**config.mk**
```make
export PLATFORM = sky130hd
export DESIGN_NAME = color_scan_ctrl
export DESIGN_NICKNAME = d
export VERILOG_FILES = /design/src/rtl/color_pkg.sv /design/src/rtl/color_scan_ctrl_freq_edge_counter.sv /design/src/rtl/color_scan_ctrl.sv
export SDC_FILE = /design/constraint.sdc
export NUM_CORES = 1
export LEC_CHECK = 0
export CORE_MARGIN = 2
export CORE_UTILIZATION = 52
export DETAILED_ROUTE_END_ITERATION = 7
export GPL_ROUTABILITY_DRIVEN = 0
export PLACE_DENSITY = 0.73
export SYNTH_ARGS = -nofsm -noshare
export SYNTH_HDL_FRONTEND = slang
export SYNTH_SLANG_ARGS = --single-unit
```
**constraint.sdc**
```tcl
create_clock -name clk -period 2.3 [get_ports clk]
set_input_delay 0.345 -clock clk [delete_from_list [all_inputs] [get_ports clk]]
set_output_delay 0.345 -clock clk [all_outputs]
set_load 0.005 [all_outputs]
```
**src/rtl/color_pkg.sv**
```systemverilog
// Shared types and encodings for the color sensor scan sequencer.
package color_pkg;

  typedef enum logic [1:0] {
    IDLE     = 2'd0,
    SETTLE   = 2'd1,
    COUNT    = 2'd2,
    CLASSIFY = 2'd3
  } state_t;

  typedef enum logic [1:0] {
    CH_RED   = 2'd0,
    CH_GREEN = 2'd1,
    CH_BLUE  = 2'd2
  } channel_t;

  // {s2,s3} filter select codes
  localparam logic [1:0] FILT_RED   = 2'b00;
  localparam logic [1:0] FILT_BLUE  = 2'b01;
  localparam logic [1:0] FILT_GREEN = 2'b11;

  // Published color codes
  localparam logic [1:0] NONE  = 2'd0;
  localparam logic [1:0] RED   = 2'd1;
  localparam logic [1:0] GREEN = 2'd2;
  localparam logic [1:0] BLUE  = 2'd3;

  function automatic logic [1:0] filter_code(input channel_t ch);
    logic [1:0] code;
    case (ch)
      CH_GREEN: code = FILT_GREEN;
      CH_BLUE:  code = FILT_BLUE;
      default:  code = FILT_RED;
    endcase
    return code;
  endfunction

  function automatic channel_t next_channel(input channel_t ch);
    channel_t nxt;
    case (ch)
      CH_RED:   nxt = CH_GREEN;
      CH_GREEN: nxt = CH_BLUE;
      default:  nxt = CH_RED;
    endcase
    return nxt;
  endfunction

endpackage

```
**src/rtl/color_scan_ctrl_freq_edge_counter.sv**
```systemverilog
// Synchronizes the sensor frequency output and counts its rising edges
// into a saturating counter; count_c is the value the counter takes next.
module freq_edge_counter #(
  parameter int unsigned CNT_W = 32
) (
  input  logic             clk,
  input  logic             rst,
  input  logic             freq,
  input  logic             clr,
  input  logic             en,
  output logic [CNT_W-1:0] count_c
);

  logic             meta;
  logic             sync;
  logic             sync_d;
  logic             rise_c;
  logic [CNT_W-1:0] cnt;

  assign rise_c = sync & ~sync_d;

  // Saturating increment, includes an edge seen in the current cycle
  always_comb begin
    count_c = cnt;
    if (en && rise_c && (cnt != '1)) begin
      count_c = cnt + CNT_W'(1);
    end
  end

  always_ff @(posedge clk) begin
    if (rst) begin
      meta   <= 1'b0;
      sync   <= 1'b0;
      sync_d <= 1'b0;
      cnt    <= '0;
    end else begin
      meta   <= freq;
      sync   <= meta;
      sync_d <= sync;
      cnt    <= clr ? '0 : count_c;
    end
  end

endmodule

```
**src/rtl/color_scan_ctrl.sv**
```systemverilog
// Scheduled red/green/blue measurement of a TCS3200-style sensor with
// per-channel settle and count windows, publishing counts and dominant color.
module color_scan_ctrl
  import color_pkg::*;
#(
  parameter int unsigned WINDOW_CYCLES = 200000,
  parameter int unsigned SETTLE_CYCLES = 5000,
  parameter int unsigned CNT_W         = 32,
  parameter int unsigned MIN_COUNT     = 1
) (
  input  logic             clk,
  input  logic             rst,
  input  logic             freq,
  input  logic             start,
  input  logic             cont,
  output logic             s2,
  output logic             s3,
  output logic             busy,
  output logic             done,
  output logic [CNT_W-1:0] red_cnt,
  output logic [CNT_W-1:0] green_cnt,
  output logic [CNT_W-1:0] blue_cnt,
  output logic [1:0]       color
);

  localparam int unsigned PHASE_MAX = (WINDOW_CYCLES > SETTLE_CYCLES) ? WINDOW_CYCLES : SETTLE_CYCLES;
  localparam int unsigned PHASE_W   = (PHASE_MAX > 1) ? $clog2(PHASE_MAX) : 1;

  localparam logic [PHASE_W-1:0] SETTLE_LAST = PHASE_W'(SETTLE_CYCLES - 1);
  localparam logic [PHASE_W-1:0] WINDOW_LAST = PHASE_W'(WINDOW_CYCLES - 1);
  localparam logic [CNT_W-1:0]   MIN_C       = CNT_W'(MIN_COUNT);

  state_t             state, state_n;
  channel_t           ch, ch_n;
  logic [PHASE_W-1:0] phase, phase_n;
  logic               clr_c;
  logic               en_c;
  logic               store_c;
  logic               publish_c;
  logic [CNT_W-1:0]   count_c;
  logic [CNT_W-1:0]   hold_r, hold_g, hold_b;
  logic [CNT_W-1:0]   max_c;
  logic [1:0]         winner_c;
  logic [1:0]         color_c;

  freq_edge_counter #(
    .CNT_W (CNT_W)
  ) u_counter (
    .clk     (clk),
    .rst     (rst),
    .freq    (freq),
    .clr     (clr_c),
    .en      (en_c),
    .count_c (count_c)
  );

  always_ff @(posedge clk) begin
    if (rst) begin
      state <= IDLE;
      ch    <= CH_RED;
      phase <= '0;
    end else begin
      state <= state_n;
      ch    <= ch_n;
      phase <= phase_n;
    end
  end

  // Next state; one phase counter is shared by the settle and count windows
  always_comb begin
    state_n   = state;
    ch_n      = ch;
    phase_n   = phase + PHASE_W'(1);
    clr_c     = 1'b0;
    en_c      = 1'b0;
    store_c   = 1'b0;
    publish_c = 1'b0;
    case (state)
      IDLE: begin
        ch_n    = CH_RED;
        phase_n = '0;
        if (start) begin
          state_n = SETTLE;
          clr_c   = 1'b1;
        end
      end
      SETTLE: begin
        if (phase == SETTLE_LAST) begin
          state_n = COUNT;
          phase_n = '0;
        end
      end
      COUNT: begin
        en_c = 1'b1;
        if (phase == WINDOW_LAST) begin
          store_c = 1'b1;
          phase_n = '0;
          clr_c   = 1'b1;
          if (ch == CH_BLUE) begin
            state_n = CLASSIFY;
          end else begin
            state_n = SETTLE;
            ch_n    = next_channel(ch);
          end
        end
      end
      CLASSIFY: begin
        publish_c = 1'b1;
        phase_n   = '0;
        ch_n      = CH_RED;
        clr_c     = 1'b1;
        state_n   = cont ? SETTLE : IDLE;
      end
      default: begin
        state_n = IDLE;
        ch_n    = CH_RED;
        phase_n = '0;
      end
    endcase
  end

  // Largest held count wins; ties favour red, then green
  always_comb begin
    max_c    = hold_r;
    winner_c = RED;
    if ((hold_r >= hold_g) && (hold_r >= hold_b)) begin
      max_c    = hold_r;
      winner_c = RED;
    end else if (hold_g >= hold_b) begin
      max_c    = hold_g;
      winner_c = GREEN;
    end else begin
      max_c    = hold_b;
      winner_c = BLUE;
    end
    color_c = (max_c < MIN_C) ? NONE : winner_c;
  end

  always_ff @(posedge clk) begin
    if (rst) begin
      hold_r    <= '0;
      hold_g    <= '0;
      hold_b    <= '0;
      red_cnt   <= '0;
      green_cnt <= '0;
      blue_cnt  <= '0;
      color     <= NONE;
      done      <= 1'b0;
      busy      <= 1'b0;
      s2        <= 1'b0;
      s3        <= 1'b0;
    end else begin
      if (store_c) begin
        case (ch)
          CH_GREEN: hold_g <= count_c;
          CH_BLUE:  hold_b <= count_c;
          default:  hold_r <= count_c;
        endcase
      end
      if (publish_c) begin
        red_cnt   <= hold_r;
        green_cnt <= hold_g;
        blue_cnt  <= hold_b;
        color     <= color_c;
      end
      done     <= publish_c;
      busy     <= (state_n != IDLE);
      {s2, s3} <= filter_code(ch_n);
    end
  end

endmodule
```
==> flow_metrics.py, run 1 <==
metrics = {
    "timing": {
        "fmax_ghz": 0.4293,
        "setup_viol": 4,
        "period_share_pct": 101.3,
        "slew_headroom_pct": 54.96,
        "setup_ws_ns": -0.02956,
        "skew_ns": 0.01151,
        "tns_ns": -0.05911,
        "tightestPinTransition_ns": 0.6695,
        "holdWs_ns": 0.1683,
        "hold_viol_final": 0,
        "rsz0062_at_grt": "yes",
        "period_needed_ns": 2.330,
        "slew_viol_final": 0,
    },
    "logic_synthesis": {
        "synth_cells": 1386,
        "ys_ff_latch": 255,
        "synth_top_area_cell": "dfxtp_1",
        "synth_edf_count": 0,
        "synthTopCellsByCount": "dfxtp_1 (255), nand2_1 (235), nor2_1 (173)",
        "ys_seq_area_share_pct": 43.46,
        "synth_top_area_share_pct": 43.46,
        "syn_nets": 1493,
        "synth_flop_cell": "dfxtp_1",
        "synth.area.top_cells": "dfxtp_1 (43%), ha_1 (11%), nand2_1 (7.5%)",
        "yosysMostFrequentCell": "dfxtp_1",
        "synthDistinctLibCells": 49,
        "synth.yosys.warnings": 0,
        "async_flop_share_pct": 0,
        "avgSynthCellArea_um2": 8.475,
        "syn_area_um2": 11750,
    },
    "power": {
        "power.density_nw_per_um2": 585.6,
        "leakagePower_nw": 5.763,
        "power_mw": 9.053,
        "ir_worst_vdd_mv": 0.3911,
    },
    "drt": {
        "via_per_inst": 5.745,
        "drt_pre_antenna_iters": 6,
        "detail-route-antenna-nets": 0,
        "vias": 10830,
        "post-route-drc-count": 0,
        "drtIter0Drc": 927,
        "finalWirelength_um": 34170,
        "wl_per_cell_um": 18.13,
    },
    "cts": {
        "clock_latency_ns": 0.53,
        "cts_buffers": 26,
        "cts_sinks": 255,
        "clk_path_buf_depth": 3,
        "cts_max_level": 1,
        "clockRootBuffer": "clkbuf_16",
        "clk_pin_slew_worst_paths_ns": 0.06,
        "cts_tree": "done",
        "postCtsHoldBufs": 0,
    },
    "setup_path": {
        "slowest_stage": "or4_4",
        "arrival_ns": 2.71,
        "crit_chain": "or4_4 > or4_4 > nor3_4 > buf_6 > clkbuf_16 > buf_6 > a211oi_1",
        "max_stage_delay_ns": 0.54,
        "crit_family": "simple AND/OR/NAND/NOR gates",
        "critPathLaunchType": "register",
        "required_ns": 2.68,
        "worst-path-buf-inv": 3,
        "crit_type": "reg2reg",
        "worstPathMaxFanout": 7,
        "cp-end-kind": "register",
    },
    "finish": {
        "nFillCells": 1696,
        "diodes": 0,
        "stdcell_area_um2": 15460,
        "drive_gt1_share_pct": 18.13,
        "final_util_pct": 70.18,
        "multi_input_area_um2": 6439,
        "seqCellArea_um2": 5135,
        "fin_nets": 1694,
        "fin_cells": 1885,
        "area_delta_synth_final_pct": 31.60,
    },
    "global_routing": {
        "grt_max_degree": 98,
        "overflow": 0,
        "grt_pass1_wl_um": 51590,
        "antenna_found_initial": 0,
        "grt_util_all_layers_pct": 26.38,
        "grt_pass1_vias": 10100,
    },
    "placement": {
        "placed_cells": 1827,
        "io_buffer_count": 106,
        "pre_cts_ws_ns": -0.3862,
        "dp_hpwl_um": 22500,
        "dpl_cell_area_um2": 13950,
    },
    "floorplan": {
        "rows": 54,
        "pin_count": 107,
        "die_w_um": 154.3,
        "start_util_pct": 53.33,
        "fp.dieArea_um2": 23810,
        "die_h_um": 154.3,
        "core_area_um2": 22030,
    },
    "hold_path": {
        "hp-class": "in2reg",
    },
    "job": {
        "drv_cap": 0,
    },
    "outcome": {
        "outcome": "complete, but fails checks",
        "violations": "negative setup slack",
    },
}
## worst reg2reg max path, stage by stage (launching register included)
cell	delay [ns]
dfxtp_2	0.33
or4_4	0.54
or4_4	0.51
nor3_4	0.23
buf_6	0.20
clkbuf_16	0.19
buf_6	0.10
a211oi_1	0.07
## layer usage
layer  track usage (%)  vias to the layer above  share of wire, %
li1                  -                     5209                 -
met1             37.44                     5102                44
met2             42.39                      432                45
met3             3.755                       86               8.3
met4             7.055                        0               3.1
met5                 0                        -                 0
## cells by family (layout without fill, tap and decap cells)
kind of cell               after synthesis  after routing  synth area share [%]
AOI/OAI and AO/OA                      290            290                 16.49
xor gates and xnor gates                47             47                 3.568
adders and majority gates              102            102                 10.86
buffers and inverters                  144            363                 4.847
DFF                                    255            255                 43.46
muxes                                    2              2                0.1704
and+or+nand+nor                        546            546                 20.60
## worst paths after layout
path             startpoint        endpoint  slack (ns)  cells past startpoint
max               phase[13]       hold_r[2]       -0.03                      7
min reg2reg  u_counter.meta  u_counter.sync        0.44                      1
min                     rst              s3        0.17                      2
max reg2reg       phase[13]       hold_r[2]       -0.03                      7
## sequential cells by signal, indices dropped and copies added, names as in the netlist
name	flops
u_counter.meta	1
busy	1
green_cnt	32
hold_g	32
blue_cnt	32
done	1
u_counter.sync	1
hold_b	32
ch	2
u_counter.cnt	32
hold_r	32
s3	1
phase	18
s2	1
color	2
u_counter.sync_d	1
red_cnt	32
state	2
## cell usage in the layout (no fill, tap or decap), types with 6 or more instances in the layout
cell type	netlist	routed
dfxtp_1	255	237
nand4_1	30	30
xor2_2	0	6
a21o_1	14	14
clkdlybuf4s50_1	0	105
a21oi_2	0	8
nor4_1	28	24
a21oi_1	136	128
a211oi_1	76	71
ha_1	102	98
buf_12	0	12
a211oi_2	25	30
xor2_1	37	31
o21ai_1	0	6
nand2_1	235	233
buf_4	3	115
and4_1	10	7
inv_1	72	72
nor2_2	0	8
dfxtp_2	0	15
nor2_1	173	163
clkbuf_1	43	7
clkbuf_16	0	31
buf_6	0	9
o21ai_0	17	9
nand3_1	30	29
xnor2_1	9	9
## where the power goes
group	internal, mW	switching [mW]
Clock	2.75	1.75
Combinational	0.0334	0.0954
Sequential	4.42	0.00224
## area by class of cell
class	instances	share of cell area [%]
multi-input cells	987	41.65
flip-flops and latches	255	33.22
repair buffers	245	15.24
clock buffers	39	4.986
well taps	280	2.266
inverters	72	1.748
clock inverters	7	0.8903
## what timing repair did
action | CTS | global route
gates resized for setup | 28 | 83
hold endpoints to repair | 0 | 0
cloned | 0 | 6
endpoints found under the setup margin | 25 | 135
pin swaps | 8 | 46
buffers inserted | 2 | 5
Note: power is estimated with default switching activity, not from simulation.
==> run 2, diff against run 1 <==
--- a/config.mk
+++ b/config.mk
@@ -7,6 +7,7 @@
 export LEC_CHECK = 0
 export CORE_MARGIN = 2
 export CORE_UTILIZATION = 52
+export CTS_CLUSTER_DIAMETER = 40
 export DETAILED_ROUTE_END_ITERATION = 7
 export GPL_ROUTABILITY_DRIVEN = 0
 export PLACE_DENSITY = 0.73
==> run 2 against run 1 <==
  * Largest power group unchanged
  * Final cell count up 1.0%
  * Utilization up 0.96 points
  * Sequential cell count unchanged
  * The run still ends with negative setup slack left
==> flow_metrics.py, run 2 (synthesized netlist as in run 1, its figures left out) <==
metrics = {
    "outcome": {
        "outcome": "complete, but fails checks",
        "violations": "negative setup slack",
    },
    "global_routing": {
        "grt_pass1_wl_um": 53270,
        "overflow": 0,
        "antenna_found_initial": 0,
        "grt_max_degree": 98,
        "grt_util_all_layers_pct": 27.47,
        "grt_pass1_vias": 10480,
    },
    "placement": {
        "io_buffer_count": 106,
        "pre_cts_ws_ns": -0.3862,
        "dp_hpwl_um": 22500,
    },
    "setup_path": {
        "worstPathMaxFanout": 4,
        "crit_type": "reg2reg",
        "critPathLaunchType": "register",
        "cp-end-kind": "register",
        "arrival_ns": 2.78,
        "required_ns": 2.71,
    },
    "floorplan": {
        "die_h_um": 154.3,
        "die_w_um": 154.3,
        "rows": 54,
        "start_util_pct": 53.33,
        "pin_count": 107,
        "fp.dieArea_um2": 23810,
        "core_area_um2": 22030,
    },
    "finish": {
        "nFillCells": 1682,
        "layout_common_cells": "dfxtp_1 (246), nand2_1 (233), nor2_1 (172), a21oi_1 (132), buf_4 (118)",
        "layout_commonest_cell": "dfxtp_1",
        "diodes": 0,
        "area_delta_synth_final_pct": 33.40,
        "drive_gt1_share_pct": 17.36,
        "fin_nets": 1703,
    },
    "cts": {
        "postCtsHoldBufs": 0,
        "clk_path_buf_depth": 3,
        "cts_buffers": 39,
        "clockRootBuffer": "clkbuf_16",
        "clock_latency_ns": 0.52,
        "cts_max_level": 2,
        "cts_tree": "done",
        "clk_pin_slew_worst_paths_ns": 0.06,
        "cts_sinks": 255,
    },
    "timing": {
        "hold_viol_final": 0,
        "rsz0062_at_grt": "yes",
        "slew_headroom_pct": 50.31,
        "tightestPinTransition_ns": 0.7386,
        "skew_ns": 0.01392,
        "tns_ns": -0.07799,
        "slew_viol_final": 0,
        "setup_ws_ns": -0.06800,
        "fmax_ghz": 0.4223,
        "period_needed_ns": 2.368,
        "setup_viol": 2,
        "period_share_pct": 103.0,
    },
    "drt": {
        "wl_per_cell_um": 17.94,
        "detail-route-antenna-nets": 0,
        "finalWirelength_um": 34150,
        "vias": 10930,
        "via_per_inst": 5.739,
        "post-route-drc-count": 0,
        "drtIter0Drc": 836,
        "drt_pre_antenna_iters": 5,
    },
    "job": {
        "drv_cap": 0,
    },
    "power": {
        "power.density_nw_per_um2": 687.4,
        "power_mw": 10.77,
        "ir_worst_vdd_mv": 0.5731,
        "leakagePower_nw": 5.891,
    },
    "hold_path": {
        "hp-class": "in2reg",
    },
}
run 2: changes by cell type in the layout (fill, tap and decap cells not counted), moves of 5 or more:
cell | previous run | this run
o21ai_0 | 9 | 14
nor2_1 | 163 | 172
nor2_2 | 8 | 0
clkbuf_16 | 31 | 42
inv_6 | 0 | 6
dfxtp_1 | 237 | 246
dfxtp_2 | 15 | 9
run 2: power by group:
| group | leakage (nW) | switching, mW | total, mW | internal (mW) |
|---|---|---|---|---|
| combinational | 3.16 | 0.0949 | 0.128 | 0.0332 |
| clock | 0.668 | 2.23 | 6.22 | 3.99 |
| sequential | 2.06 | 0.00224 | 4.43 | 4.42 |
| total | 5.89 | 2.32 | 10.8 | 8.45 |
run 2: per-stage QoR:
step           instance area, um2  util, %  hold slack [ns]  instances
2_1_floorplan               11750        -           0.4129       1386
3_3_place_gp                13950    63.32           0.4197       1827
3_5_place_dp                13950    63.32           0.4363       1827
4_1_cts                     15430    70.04           0.1688       1900
5_1_grt                     15670    71.14           0.1849       1904
6_report                    15670    71.14           0.1804       1904
run 2: layout make-up:
| class | count | area, um2 | share of cell area [%] |
|---|---|---|---|
| clock inverters | 26 | 366.6 | 2.340 |
| repair buffers | 241 | 2276 | 14.52 |
| flip-flops and latches | 255 | 5116 | 32.65 |
| multi-input cells | 987 | 6290 | 40.14 |
| well taps | 280 | 350.3 | 2.236 |
| clock buffers | 43 | 1001 | 6.388 |
| inverters | 72 | 270.3 | 1.725 |
run 2: layer usage:
| metal | vias to the layer above | wire length [um] | track usage [%] |
|---|---|---|---|
| met4 | 0 | 1192 | 10.01 |
| li1 | 5236 | - | - |
| met3 | 102 | 2910 | 5.884 |
| met5 | - | 0 | 0 |
| met2 | 480 | 15260 | 43.28 |
| met1 | 5110 | 14790 | 37.38 |
run 2: repair_timing:
| action | in CTS | in global routing |
|---|---|---|
| setup endpoints to repair | 33 | 101 |
| cloned | 1 | 4 |
| resized for setup | 17 | 39 |
| endpoints found under the hold margin | 0 | 0 |
| buffers inserted | 3 | 0 |
| pin swaps | 4 | 10 |
run 2: path summary, 6_finish.rpt:
check / from / end / slack [ns] / cells past startpoint
worst max register to register: hold_g[0] / color[1] / -0.07 / 9
worst min register to register: phase[0] / phase[0] / 0.45 / 1
worst min-delay path: rst / s3 / 0.18 / 2
worst max-delay path: hold_g[0] / color[1] / -0.07 / 9
run 2: worst max-delay path: stages (launching register included):
cell	delay, ns
dfxtp_2	0.36
inv_1	0.06
ha_1	0.27
nand2b_1	0.15
a2111o_1	0.40
a21oi_1	0.22
o31ai_2	0.12
a211oi_2	0.28
o21ba_2	0.20
o41ai_2	0.21
==> run 3, diff against run 2 <==
--- a/config.mk
+++ b/config.mk
@@ -5,6 +5,7 @@
 export SDC_FILE = /design/constraint.sdc
 export NUM_CORES = 1
 export LEC_CHECK = 0
+export ABC_CLOCK_PERIOD_IN_PS = 2300
 export CORE_MARGIN = 2
 export CORE_UTILIZATION = 52
 export CTS_CLUSTER_DIAMETER = 40
==> results of run 3 <==
Final layout, timing and power as in run 2 (identical DEF).
